--- config.mk ---
export PLATFORM = sky130hd
export DESIGN_NAME = tetris_line_clear
export DESIGN_NICKNAME = d
export VERILOG_FILES = /design/src/rtl/tetris_pkg.sv /design/src/rtl/tetris_score_acc.sv /design/src/rtl/tetris_line_clear.sv
export SDC_FILE = /design/constraint.sdc
export NUM_CORES = 1
export LEC_CHECK = 0
export CAP_MARGIN = 5
export CORE_MARGIN = 2
export CORE_UTILIZATION = 23
export CTS_BUF_LIST = sky130_fd_sc_hd__clkbuf_16
export CTS_CLUSTER_DIAMETER = 80
export DETAILED_ROUTE_END_ITERATION = 8
export HOLD_SLACK_MARGIN = 0.03
export SLEW_MARGIN = 20
export SYNTH_ARGS = -nofsm -noshare
export SYNTH_HDL_FRONTEND = slang
export SYNTH_SLANG_ARGS = --single-unit
--- constraint.sdc ---
create_clock -name clk -period 3.1 [get_ports clk]
set_input_delay 0.62 -clock clk [delete_from_list [all_inputs] [get_ports clk]]
set_output_delay 0.62 -clock clk [all_outputs]
set_load 0.02 [all_outputs]
--- src/rtl/tetris_pkg.sv ---
// Shared constants, FSM encoding and score table for the tetris line-clear engine.
package tetris_pkg;

  localparam int COLS    = 10;
  localparam int ROWS    = 20;
  localparam int MAP_W   = COLS * ROWS;
  localparam int SCORE_W = 16;

  typedef enum logic [1:0] {
    ST_IDLE   = 2'd0,
    ST_SCAN   = 2'd1,
    ST_COMMIT = 2'd2
  } state_t;

  localparam logic [SCORE_W-1:0] PTS_1 = 16'd1;
  localparam logic [SCORE_W-1:0] PTS_2 = 16'd3;
  localparam logic [SCORE_W-1:0] PTS_3 = 16'd5;
  localparam logic [SCORE_W-1:0] PTS_4 = 16'd8;

  function automatic logic [SCORE_W-1:0] table_points(input logic [4:0] cnt);
    logic [SCORE_W-1:0] p;
    case (cnt)
      5'd0:    p = 16'd0;
      5'd1:    p = PTS_1;
      5'd2:    p = PTS_2;
      5'd3:    p = PTS_3;
      default: p = PTS_4;
    endcase
    return p;
  endfunction

endpackage

--- src/rtl/tetris_score_acc.sv ---
// Saturating score accumulator; TETRIS_SCORE_TABLE_EN selects classic table points
// instead of one point per removed row.
module tetris_score_acc
  import tetris_pkg::*;
(
  input  logic               clk,
  input  logic               rst,
  input  logic               clr_score,
  input  logic               commit,
  input  logic [4:0]         count,
  output logic [SCORE_W-1:0] score
);

  logic [SCORE_W-1:0] score_r;
  logic [SCORE_W-1:0] points_s;
  logic [SCORE_W:0]   sum_s;

  // points lookup and widened sum for saturation detect
  always_comb begin
`ifdef TETRIS_SCORE_TABLE_EN
    points_s = table_points(count);
`else
    points_s = {{(SCORE_W-5){1'b0}}, count};
`endif
    sum_s = {1'b0, score_r} + {1'b0, points_s};
  end

  // score register; clearing beats a same-cycle commit
  always_ff @(posedge clk) begin
    if (rst) begin
      score_r <= 16'd0;
    end else if (clr_score) begin
      score_r <= 16'd0;
    end else if (commit) begin
      score_r <= sum_s[SCORE_W] ? {SCORE_W{1'b1}} : sum_s[SCORE_W-1:0];
    end else begin
      score_r <= score_r;
    end
  end

  assign score = score_r;

endmodule

--- src/rtl/tetris_line_clear.sv ---
// Sequential bottom-up row-elimination engine with compacted map and score output.
// Build option: TETRIS_SCORE_TABLE_EN (classic scoring table, see tetris_score_acc).
module tetris_line_clear
  import tetris_pkg::*;
(
  input  logic               clk,
  input  logic               rst,
  input  logic               start,
  input  logic [MAP_W-1:0]   map_in,
  input  logic               clr_score,
  output logic               busy,
  output logic               done,
  output logic [MAP_W-1:0]   map_out,
  output logic [SCORE_W-1:0] score,
  output logic [4:0]         lines
);

  state_t             state_r, state_n;
  logic [MAP_W-1:0]   work_r, work_n;
  logic [MAP_W-1:0]   map_out_r, map_out_n;
  logic [MAP_W-1:0]   shifted_s;
  logic [4:0]         row_r, row_n;
  logic [4:0]         count_r, count_n;
  logic [4:0]         lines_r, lines_n;
  logic               busy_r, busy_n;
  logic               done_r, done_n;
  logic [COLS-1:0]    row_bits_s;
  logic               row_full_s;
  logic               commit_s;

  // row-full detect on the current pointer, and the map with that row squeezed out
  always_comb begin
    row_bits_s = work_r[row_r*COLS +: COLS];
    row_full_s = &row_bits_s;
    shifted_s  = work_r;
    shifted_s[COLS-1:0] = {COLS{1'b0}};
    for (int y = 1; y < ROWS; y++) begin
      if (5'(y) <= row_r) begin
        shifted_s[y*COLS +: COLS] = work_r[(y-1)*COLS +: COLS];
      end else begin
        shifted_s[y*COLS +: COLS] = work_r[y*COLS +: COLS];
      end
    end
  end

  // next-state and datapath updates
  always_comb begin
    state_n   = state_r;
    work_n    = work_r;
    row_n     = row_r;
    count_n   = count_r;
    busy_n    = busy_r;
    done_n    = 1'b0;
    map_out_n = map_out_r;
    lines_n   = lines_r;
    commit_s  = 1'b0;
    case (state_r)
      ST_IDLE: begin
        if (start) begin
          work_n  = map_in;
          row_n   = 5'd19;
          count_n = 5'd0;
          busy_n  = 1'b1;
          state_n = ST_SCAN;
        end else begin
          busy_n  = 1'b0;
        end
      end
      ST_SCAN: begin
        // a removal keeps the pointer so the row dropped into place is rechecked
        if (row_full_s) begin
          work_n  = shifted_s;
          count_n = count_r + 5'd1;
        end else if (row_r == 5'd0) begin
          state_n = ST_COMMIT;
        end else begin
          row_n   = row_r - 5'd1;
        end
      end
      ST_COMMIT: begin
        map_out_n = work_r;
        lines_n   = count_r;
        done_n    = 1'b1;
        busy_n    = 1'b0;
        commit_s  = 1'b1;
        state_n   = ST_IDLE;
      end
      default: begin
        busy_n  = 1'b0;
        state_n = ST_IDLE;
      end
    endcase
  end

  // state and datapath registers
  always_ff @(posedge clk) begin
    if (rst) begin
      state_r   <= ST_IDLE;
      work_r    <= {MAP_W{1'b0}};
      row_r     <= 5'd0;
      count_r   <= 5'd0;
      busy_r    <= 1'b0;
      done_r    <= 1'b0;
      map_out_r <= {MAP_W{1'b0}};
      lines_r   <= 5'd0;
    end else begin
      state_r   <= state_n;
      work_r    <= work_n;
      row_r     <= row_n;
      count_r   <= count_n;
      busy_r    <= busy_n;
      done_r    <= done_n;
      map_out_r <= map_out_n;
      lines_r   <= lines_n;
    end
  end

  tetris_score_acc u_score (
    .clk       (clk),
    .rst       (rst),
    .clr_score (clr_score),
    .commit    (commit_s),
    .count     (count_r),
    .score     (score)
  );

  assign busy    = busy_r;
  assign done    = done_r;
  assign map_out = map_out_r;
  assign lines   = lines_r;

endmodule

==> key figures <==
Power
  • Peak VDD IR: approximately 360 uV
  • Static Leak: slightly below 10 nW
  • Power per cell area: around 590 nW/um2
  • Overall power: around 16 mW

Worst hold path
  • Worst min path class: in -> reg

Layout
  • Fin util: 0.325
  • NumNets Final: ~2900
  • Share of layout cells above drive strength 1: 0.134
  • Filler cell count: between 9000 and 10000
  • Most frequent cells in the layout: nand2_1 (473), dfxtp_1 (432), clkdlybuf4s50_1 (425)
  • Layout area overhead: 39.7%
  • Final Instance Count excl. Fillers: approximately 3800
  • Post-route cell area: ~28000 um2
  • Area taken by flip-flops and latches: roughly 8700 um2
  • Multi-input logic area: roughly 9900 um2
  • Leading cell type in the layout, fill and taps excluded: nand2_1

Detailed routing
  • Vias per cell: roughly 5
  • Final wirelength: 90300 um
  • Routed wire per std cell: between 20 and 25 um
  • Routed via count: ~19000
  • Pre-Repair DR Iteration Count: 5
  • DRC: 0
  • DR iter-0 viols: ~1600
  • Detail Route Antenna Nets: 0

Floorplan
  • Die Span X: a little under 300 um
  • Initial Util: 0.233
  • Core area: between 80000 and 90000 um2
  • Row count: between 100 and 150
  • Ports: around 430
  • Die Span Y: ~300 um
  • Die area: ~90000 um2

Run
  • # Max-Cap Violations: 0

Global route
  • Vias in the first global route: around 19000
  • Largest net degree at the start of global routing: about 200
  • First-pass GRT wire length: 128000 um
  • Total global-route track usage: 0.192
  • Total global routing overflow: 0
  • Initial antenna violation count: 34

CTS
  • Worst-Skew Late Latency: 0.62 ns
  • H-tree depth: 2
  • Clock transition at the registers of the reported paths: approximately 0.060 ns
  • Num CTS Buffers: 53
  • CTS sink count: 435
  • CTS tree: yes
  • Max clock buf depth: 3
  • Clock root buffer: clkbuf_16

Logic synthesis
  • Top_reg_cell synth: dfxtp_1
  • Register area share after synthesis: 0.439
  • Number of flops mapped to enable cells by yosys: 0
  • Warnings, synthesis: 0
  • Syn Nets: around 2400
  • Cells after Synth: between 2000 and 2500
  • Syn Area/Cell: slightly below 9 um2
  • Count of cell types in the netlist: between 70 and 80
  • Synth async-reset ratio: 0
  • Post-synthesis instance area: between 15000 and 20000 um2
  • Yosys reg bits: about 440

Setup path
  • Crit path max fanout: 21
  • Setup CP Type: reg -> reg
  • WP data required: roughly 3.6 ns
  • Crit start category: register
  • Crit end category: register
  • WP data arrival: ~3.6 ns

Timing
  • Worst Tran Pin Value: ~1.4 ns
  • Final min period: roughly 3.1 ns
  • Fin Setup TNS: 0 ns
  • Hold Vio Cnt, Final: 0
  • Hold slack: around 0.37 ns
  • Max-slew violations: 0
  • Worst Skew: 0.0369 ns
  • Final setup fails: 0
  • PnR worst setup slack: between 0.04 and 0.05 ns
  • Fmax achieved: between 0.3 and 0.4 GHz
  • Final period utilization: 0.984
  • Rel. slew slack: 0.0369

Placement
  • Port buffer count: ~430
  • Setup WS pre-CTS: -0.0460 ns
  • Inst Count DP: 3722
  • Area of placed instances: approximately 26000 um2
  • Routability cong.: between 0.8 and 0.9
  • HPWL after DPL: between 60000 and 70000 um

Status
  • Status: finished, final reports clean
[kinds of logic after synthesis]
group,after synthesis,synth area share
buf+inv,291,0.0670
mux,119,0.0872
xor+xnor,9,0.00397
flops,435,0.439
simple gates,656,0.142
compound gates,710,0.252
fa+ha+maj,12,0.00795
[sequential cells by signal, summed over array words and instances (netlist names)]
| register | flops |
|---|---|
| map_out | 200 |
| work_r | 200 |
| u_score.score | 16 |
| count_r | 5 |
| lines | 5 |
| row_r | 5 |
| state_r | 2 |
| busy | 1 |
| done | 1 |
[worst paths after layout]
check / cells after the start / endpoint / from / slack (ns)
setup reg to reg: 12 / work_r[162] / row_r[0] / 0.05
hold / removal: 2 / done / rst / 0.37
hold reg to reg: 2 / map_out[129] / map_out[129] / 0.45
setup / recovery: 12 / work_r[162] / row_r[0] / 0.05
[worst max-delay path, cell delays in order (launching register included)]
cell      delay [ns]
dfxtp_4         0.42
buf_6           0.17
buf_4           0.12
mux4_2          0.54
mux4_2          0.47
nand2_1         0.08
a21oi_1         0.09
nand4_2         0.16
o21ai_4         0.11
buf_4           0.16
buf_12          0.16
buf_6           0.18
a221oi_2        0.24
[layout make-up]
type,instances,area share
multi-input combinational,1506,0.357
timing repair buffer,560,0.201
clock buffer,56,0.0506
antenna,12,0.00108
sequential,435,0.314
tap,1144,0.0516
clock inverter,42,0.0121
inverter,91,0.0123
[synth_stat cells (all sizes together) (2+ instances only)]
| master | n | area (um2) |
|---|---|---|
| a211oi | 72 | 541 |
| dfxtp | 435 | 8710 |
| o21a | 3 | 22.5 |
| a311o | 2 | 20.0 |
| or2 | 3 | 18.8 |
| o221ai | 10 | 87.6 |
| a21oi | 326 | 1680 |
| mux2i | 73 | 731 |
| xor2 | 3 | 26.3 |
| and2 | 14 | 87.6 |
| or3 | 36 | 225 |
| o311ai | 3 | 26.3 |
| or4 | 2 | 15.0 |
| o221a | 5 | 56.3 |
| nand3 | 33 | 170 |
| and3 | 9 | 61.3 |
| mux4 | 42 | 953 |
| o211ai | 2 | 20.0 |
| a21o | 3 | 22.5 |
| ha | 11 | 138 |
| o21ai | 60 | 372 |
| and4 | 5 | 43.8 |
| a221oi | 90 | 1160 |
| nor3 | 8 | 45.0 |
| buf | 62 | 468 |
| nor2 | 39 | 146 |
| o31ai | 7 | 62.6 |
| o211a | 10 | 100 |
| clkbuf | 138 | 519 |
| a31oi | 2 | 12.5 |
| nand2 | 477 | 1820 |
| a311oi | 31 | 278 |
| mux2 | 4 | 45.0 |
| a22oi | 2 | 15.0 |
| nand2b | 5 | 31.3 |
| nor2b | 9 | 56.3 |
| o22ai | 73 | 457 |
| inv | 91 | 342 |
| nand4 | 14 | 93.8 |
| xnor2 | 6 | 52.6 |
[where the power goes]
group | switching [mW] | internal [mW] | total (mW)
Combinational | 1.92 | 1.48 | 3.40
Sequential | 0.570 | 5.98 | 6.55
Clock | 2.64 | 3.67 | 6.31
Total | 5.13 | 11.1 | 16.3
[what timing repair did]
action	CTS	global route
gates cloned	0	4
hold buffers	0	0
setup endpoints to repair	78	136
gates resized for setup	0	20
pin swaps	1	3
setup buffers	2	8
[per-layer routing]
metal / part of all wire / vias up / track usage
met5: 0.0029 / - / 0
met4: 0.039 / 40 / 0.0812
met2: 0.46 / 772 / 0.306
met1: 0.42 / 9287 / 0.247
met3: 0.077 / 179 / 0.0484
li1: - / 8914 / -
Note: power is estimated with default switching activity, not from simulation.
